File: config.mk
export PLATFORM = sky130hd
export DESIGN_NAME = comp_serial
export DESIGN_NICKNAME = d
export VERILOG_FILES = /design/src/rtl/comp_serial.sv
export SDC_FILE = /design/constraint.sdc
export NUM_CORES = 1
export LEC_CHECK = 0
export CORE_AREA = 5 5 50 52
export CTS_CLUSTER_DIAMETER = 60
export DETAILED_ROUTE_END_ITERATION = 8
export DIE_AREA = 0 0 55 57
export GPL_TIMING_DRIVEN = 0
export SYNTH_ARGS = -nofsm -noshare
export SYNTH_HDL_FRONTEND = slang
export SYNTH_SLANG_ARGS = --single-unit
export TNS_END_PERCENT = 30
File: constraint.sdc
create_clock -name clk -period 1.86 [get_ports clk]
set_input_delay 0.186 -clock clk [delete_from_list [all_inputs] [get_ports clk]]
set_output_delay 0.186 -clock clk [all_outputs]
set_load 0.02 [all_outputs]
File: src/rtl/comp_serial.sv
// Serial MSB-first unsigned comparator: judges two N-bit words delivered one bit pair per qualified cycle.
// Latency N+1 cycles from start to done; bit_valid gaps stall the count; start restarts from any state.
module comp_serial #(
  parameter int N = 8
) (
  input  logic clk,
  input  logic rstn,
  input  logic start,
  input  logic bit_valid,
  input  logic a,
  input  logic b,
  output logic busy,
  output logic done,
  output logic eq,
  output logic gt,
  output logic lt
);

  localparam int CW = $clog2(N + 1);
  localparam logic [CW-1:0] LAST = CW'(N - 1);

  typedef enum logic [1:0] {IDLE, RUN, DONE} state_t;

  state_t        state_q, state_d;
  logic [CW-1:0] cnt_q, cnt_d;
  logic          decided_q, decided_d;
  logic          gt_p_q, gt_p_d;
  logic          lt_p_q, lt_p_d;
  logic          eq_q, eq_d;
  logic          gt_q, gt_d;
  logic          lt_q, lt_d;
  logic          busy_q, busy_d;
  logic          done_q, done_d;
  logic          bit_eq;

  always_comb begin
    state_d   = state_q;
    cnt_d     = cnt_q;
    decided_d = decided_q;
    gt_p_d    = gt_p_q;
    lt_p_d    = lt_p_q;
    eq_d      = eq_q;
    gt_d      = gt_q;
    lt_d      = lt_q;
    bit_eq    = (a & b) | (~a & ~b);

    if (start) begin
      // start wins over a coincident bit pair, which is dropped
      state_d   = RUN;
      cnt_d     = '0;
      decided_d = 1'b0;
      gt_p_d    = 1'b0;
      lt_p_d    = 1'b0;
      eq_d      = 1'b0;
      gt_d      = 1'b0;
      lt_d      = 1'b0;
    end else begin
      case (state_q)
        RUN: begin
          if (bit_valid) begin
            // first differing bit (MSB-first) fixes the ordering for good
            if (!decided_q && !bit_eq) begin
              gt_p_d    = a & ~b;
              lt_p_d    = ~a & b;
              decided_d = 1'b1;
            end
            cnt_d = cnt_q + CW'(1);
            if (cnt_q == LAST) begin
              state_d = DONE;
              eq_d    = ~decided_d;
              gt_d    = gt_p_d;
              lt_d    = lt_p_d;
            end
          end
        end
        DONE:    state_d = IDLE;
        default: state_d = IDLE;
      endcase
    end

    busy_d = (state_d == RUN);
    done_d = (state_d == DONE);
  end

  always_ff @(posedge clk or negedge rstn) begin
    if (!rstn) begin
      state_q   <= IDLE;
      cnt_q     <= '0;
      decided_q <= 1'b0;
      gt_p_q    <= 1'b0;
      lt_p_q    <= 1'b0;
      eq_q      <= 1'b0;
      gt_q      <= 1'b0;
      lt_q      <= 1'b0;
      busy_q    <= 1'b0;
      done_q    <= 1'b0;
    end else begin
      state_q   <= state_d;
      cnt_q     <= cnt_d;
      decided_q <= decided_d;
      gt_p_q    <= gt_p_d;
      lt_p_q    <= lt_p_d;
      eq_q      <= eq_d;
      gt_q      <= gt_d;
      lt_q      <= lt_d;
      busy_q    <= busy_d;
      done_q    <= done_d;
    end
  end

  assign busy = busy_q;
  assign done = done_q;
  assign eq   = eq_q;
  assign gt   = gt_q;
  assign lt   = lt_q;

endmodule

==> results <==
- The synthesized-area fraction occupied by and/or/nand/nor cells is 18.01%.
- The worst-path maximum fanout is 6.
- The worst path arrival time is 1.70 ns.
- The data required time at the worst endpoint is 2.06 ns.
- The startpoint type of the worst setup path is a register.
- The startpoint-to-endpoint class of the critical path is register to register.
- The number of buffer cells added on primary ports is 10.
- Summing every instance area after synthesis gives 666.9 um2.
- The TritonCTS clock tree is yes.
- 0 antenna diodes ended up in the layout.
- After clock tree synthesis, the clock-pin slew on the worst setup and hold paths is 0.08 ns.
- The pin count of the biggest net entering global routing is 15.
- The final weighted congestion in routability-driven placement is 0.7136.
- In this run the power density over the cells is 661.9 nW/um2.
- After Yosys synthesis, XOR and XNOR cells account for 2.627% of the synthesized area.
- The synthesis-to-finish area growth is 23.64%.
- The die is 57 um tall.
- Setup repair after global routing left no endpoint under its margin.
- The number of nets in the final layout is 83.
- For this run, the number of Yosys warnings is 0.
- The number of cells produced by synthesis is 59.
- The worst path in the final design needs a cycle of 1.496 ns, including I/O delays and setup.
- In the final routed layout, each cell accounts on average for 12.42 um.
- The run finished with clean final reports.
- The number of endpoints failing setup at the final stage is 0.
- After synthesis, the share of cell area in mux cells is 4.503%.
- The detailed router finished its first iteration with 3 violations.
- The initial core utilization is 32.32%.
- The number of antenna violations at the first check in global routing is 0.
- After global routing the overflow that remains totals 0.
- Adding up every negative setup slack in the final design gives 0 ns.
- The clock skew is 0.002337 ns.
- The final worst-path cycle share is 80.44%.
- The total die area is 3135 um2.
- Gates resized during post-CTS repair numbered 0.
- The residual antenna-violating net count after detailed routing is 0.
- For this run, the register share of the synthesized area comes to 52.53%.
- The transition time at the pin with the least slew margin is 0.6277 ns.
- The detailed-routing iteration count for the pre-antenna-repair pass is 3.
- The peak supply drop is 393.1 uV.
- The number of nets in the synthesized netlist is 68.
- The synthesized netlist devotes 13.13% of its cell area to compound gates.
- Derived from the worst setup path, the maximum achievable clock frequency is 668.3 MHz.
- The synthesized-area fraction occupied by adder cells is 5.629%.
- After layout, the worst setup slack is 0.3637 ns.
- Counting every sink on the clock net gives 14.
- The via count of the first global-routing pass is 486.
- At the later pin of the worst-skew pair, clock insertion delay measures 0.27 ns.
- The source of the worst register-to-register timing path is cnt_q[0]$_DFFE_PN0P_.
- The number of setup buffers added after CTS is 0.
- The count of final max-slew check failures is 0.
- The aggregate global-route resource usage is 10.12%.
- The area of the placeable core is 2063 um2.
- Counting along the longest clock path gives a buffer depth of 2.
- The post-layout instance count excluding filler cells is 100.
- Measured along the x axis, the die boundary spans 55 um.
- The design draws 0.5458 mW.
- The worst hold path belongs to the class input pin to async pin.
- The hold violation total from the final report came to 0.
- The detailed-route vias per instance is 4.620.
- The per-instance average area after synthesis is 11.30 um2.
- The critical path starts at cnt_q[0]$_DFFE_PN0P_.
- The half-perimeter wire length of the detailed placement result is 913.8 um.
- In this run the number of H-tree levels came out at 1.
- The number of primary I/O pins is 11.
- The layout has 212 filler cells.
- For this design the static power due to leakage is 0.3775 nW.
- The root buffer cell chosen for the clock tree is clkbuf_4.
- The final layout contains routed wiring with a total length of 1242 um.
- The worst hold margin is 0.2987 ns.
- Cells with a size suffix above 1 make up 11.11% of the layout.
- The number of maximum-capacitance violations is 0.
- The cts-stage hold buffer count is 0.
- STA classifies the critical path endpoint as a register.
- The global-route wire length before repair is 2263 um.
- The number of CTS-inserted buffers is 3.
- At the placement stage, the worst setup path has a slack of 0.07892 ns.
- The number of remaining DRC errors is 0.
- Measured against its own limit, the worst slew margin works out to 58.02%.
- After synthesis the netlist holds a flip-flop and latch count of 14.
- The count of standard-cell rows is 17.
- After synthesis, the netlist uses 25 different library cells.
- Counting tap cells, the placed design contains a total of 97 instances.
- By area, the combinational part of the netlist is dominated by simple AND/OR/NAND/NOR gates.
- The count of vias placed by the detailed router is 462.
layer usage:
| metal | track usage (%) | part of all wire, % | vias up |
|---|---|---|---|
| li1 | - | - | 235 |
| met1 | 13.11 | 46 | 215 |
| met2 | 14.70 | 47 | 10 |
| met3 | 5.744 | 6.4 | 2 |
| met4 | 2.083 | 0.56 | 0 |
| met5 | 0 | 0 | - |
cell usage in the layout, fill, tap and decap left out, drive strengths merged:
master,n
xnor2,1
ha,3
o21ai,1
clkbuf,4
nor3,2
and3,1
xor2,1
and4b,1
dfrtp,14
nand2b,1
nand4b,2
a21oi,5
a211oi,2
mux2i,3
nand3,1
or4,1
and3b,1
clkdlybuf4s50,10
a311oi,2
nor2,7
nor2b,1
buf,1
inv,4
a21o,3
worst max-delay path, cell delays in order, from the launching register on:
cell      delay, ns
dfrtp_1        0.39
ha_1           0.25
nand4b_4       0.16
or4_1          0.48
a21oi_1        0.15
state kept, by name, summed over array words and instances (netlist names):
name       flops
decided_q      1
done           1
gt_p_q         1
lt_p_q         1
cnt_q          4
state_q        2
gt             1
lt             1
eq             1
busy           1
cell families after synthesis:
kind of cell / after synthesis
muxes: 3
adders and majority gates: 3
AOI/OAI and AO/OA: 13
xor gates and xnor gates: 2
and+or+nand+nor: 18
DFF: 14
buffers and inverters: 6
stage by stage:
| stage | util [%] | instance area, um2 |
|---|---|---|
| after floorplan | - | 666.9 |
| after global placement | 38.87 | 802.0 |
| after detailed placement | 38.87 | 802.0 |
| after CTS | 39.96 | 824.5 |
| after global routing | 39.96 | 824.5 |
| final | 39.96 | 824.5 |
final cells by class:
type	instances	area, um2	area share, %
Multi-Input combinational cell	39	292.8	35.51
Tap cell	28	35.03	4.249
Clock buffer	3	22.52	2.731
Inverter	4	15.01	1.821
Timing Repair Buffer	10	100.1	12.14
Sequential cell	14	350.3	42.49
Buffer	2	8.758	1.062
power breakdown:
part	total (mW)	internal, mW	switching (mW)
registers	0.321	0.314	0.00702
clock network	0.165	0.0750	0.0900
logic	0.0602	0.0271	0.0330
final timing paths:
check / end / slack, ns / depth (start not counted)
setup reg to reg: eq$_DFFE_PN0P_ / 0.36 / 4
setup / recovery: eq$_DFFE_PN0P_ / 0.36 / 4
hold / removal: gt_p_q$_DFFE_PN0P_ / 0.30 / 1
hold reg to reg: decided_q$_DFFE_PN0P_ / 0.55 / 2
max in group asynchronous: decided_q$_DFFE_PN0P_ / 1.16 / 1
min in group clk: decided_q$_DFFE_PN0P_ / 0.55 / 2
Yosys cell counts:
| cell | count | area share (%) |
|---|---|---|
| buf_2 | 1 | 0.75 |
| nand2b_1 | 1 | 0.94 |
| inv_1 | 4 | 2.3 |
| a21o_2 | 2 | 2.6 |
| nand4b_4 | 1 | 3.6 |
| and4b_1 | 1 | 1.5 |
| and3_2 | 1 | 1.1 |
| and3b_1 | 1 | 1.3 |
| xor2_1 | 1 | 1.3 |
| or4_1 | 1 | 1.1 |
| nor2_1 | 7 | 3.9 |
| a311oi_1 | 2 | 2.6 |
| a21oi_1 | 5 | 3.8 |
| nor2b_1 | 1 | 0.94 |
| a21o_1 | 1 | 1.1 |
| ha_1 | 3 | 5.6 |
| mux2i_1 | 3 | 4.5 |
| dfrtp_1 | 14 | 53 |
| nand4b_1 | 1 | 1.3 |
| a211oi_1 | 2 | 2.3 |
| clkbuf_1 | 1 | 0.56 |
| o21ai_0 | 1 | 0.75 |
| xnor2_1 | 1 | 1.3 |
| nand3_1 | 1 | 0.75 |
| nor3_1 | 2 | 1.5 |
Power figures use the tool's default switching activity.
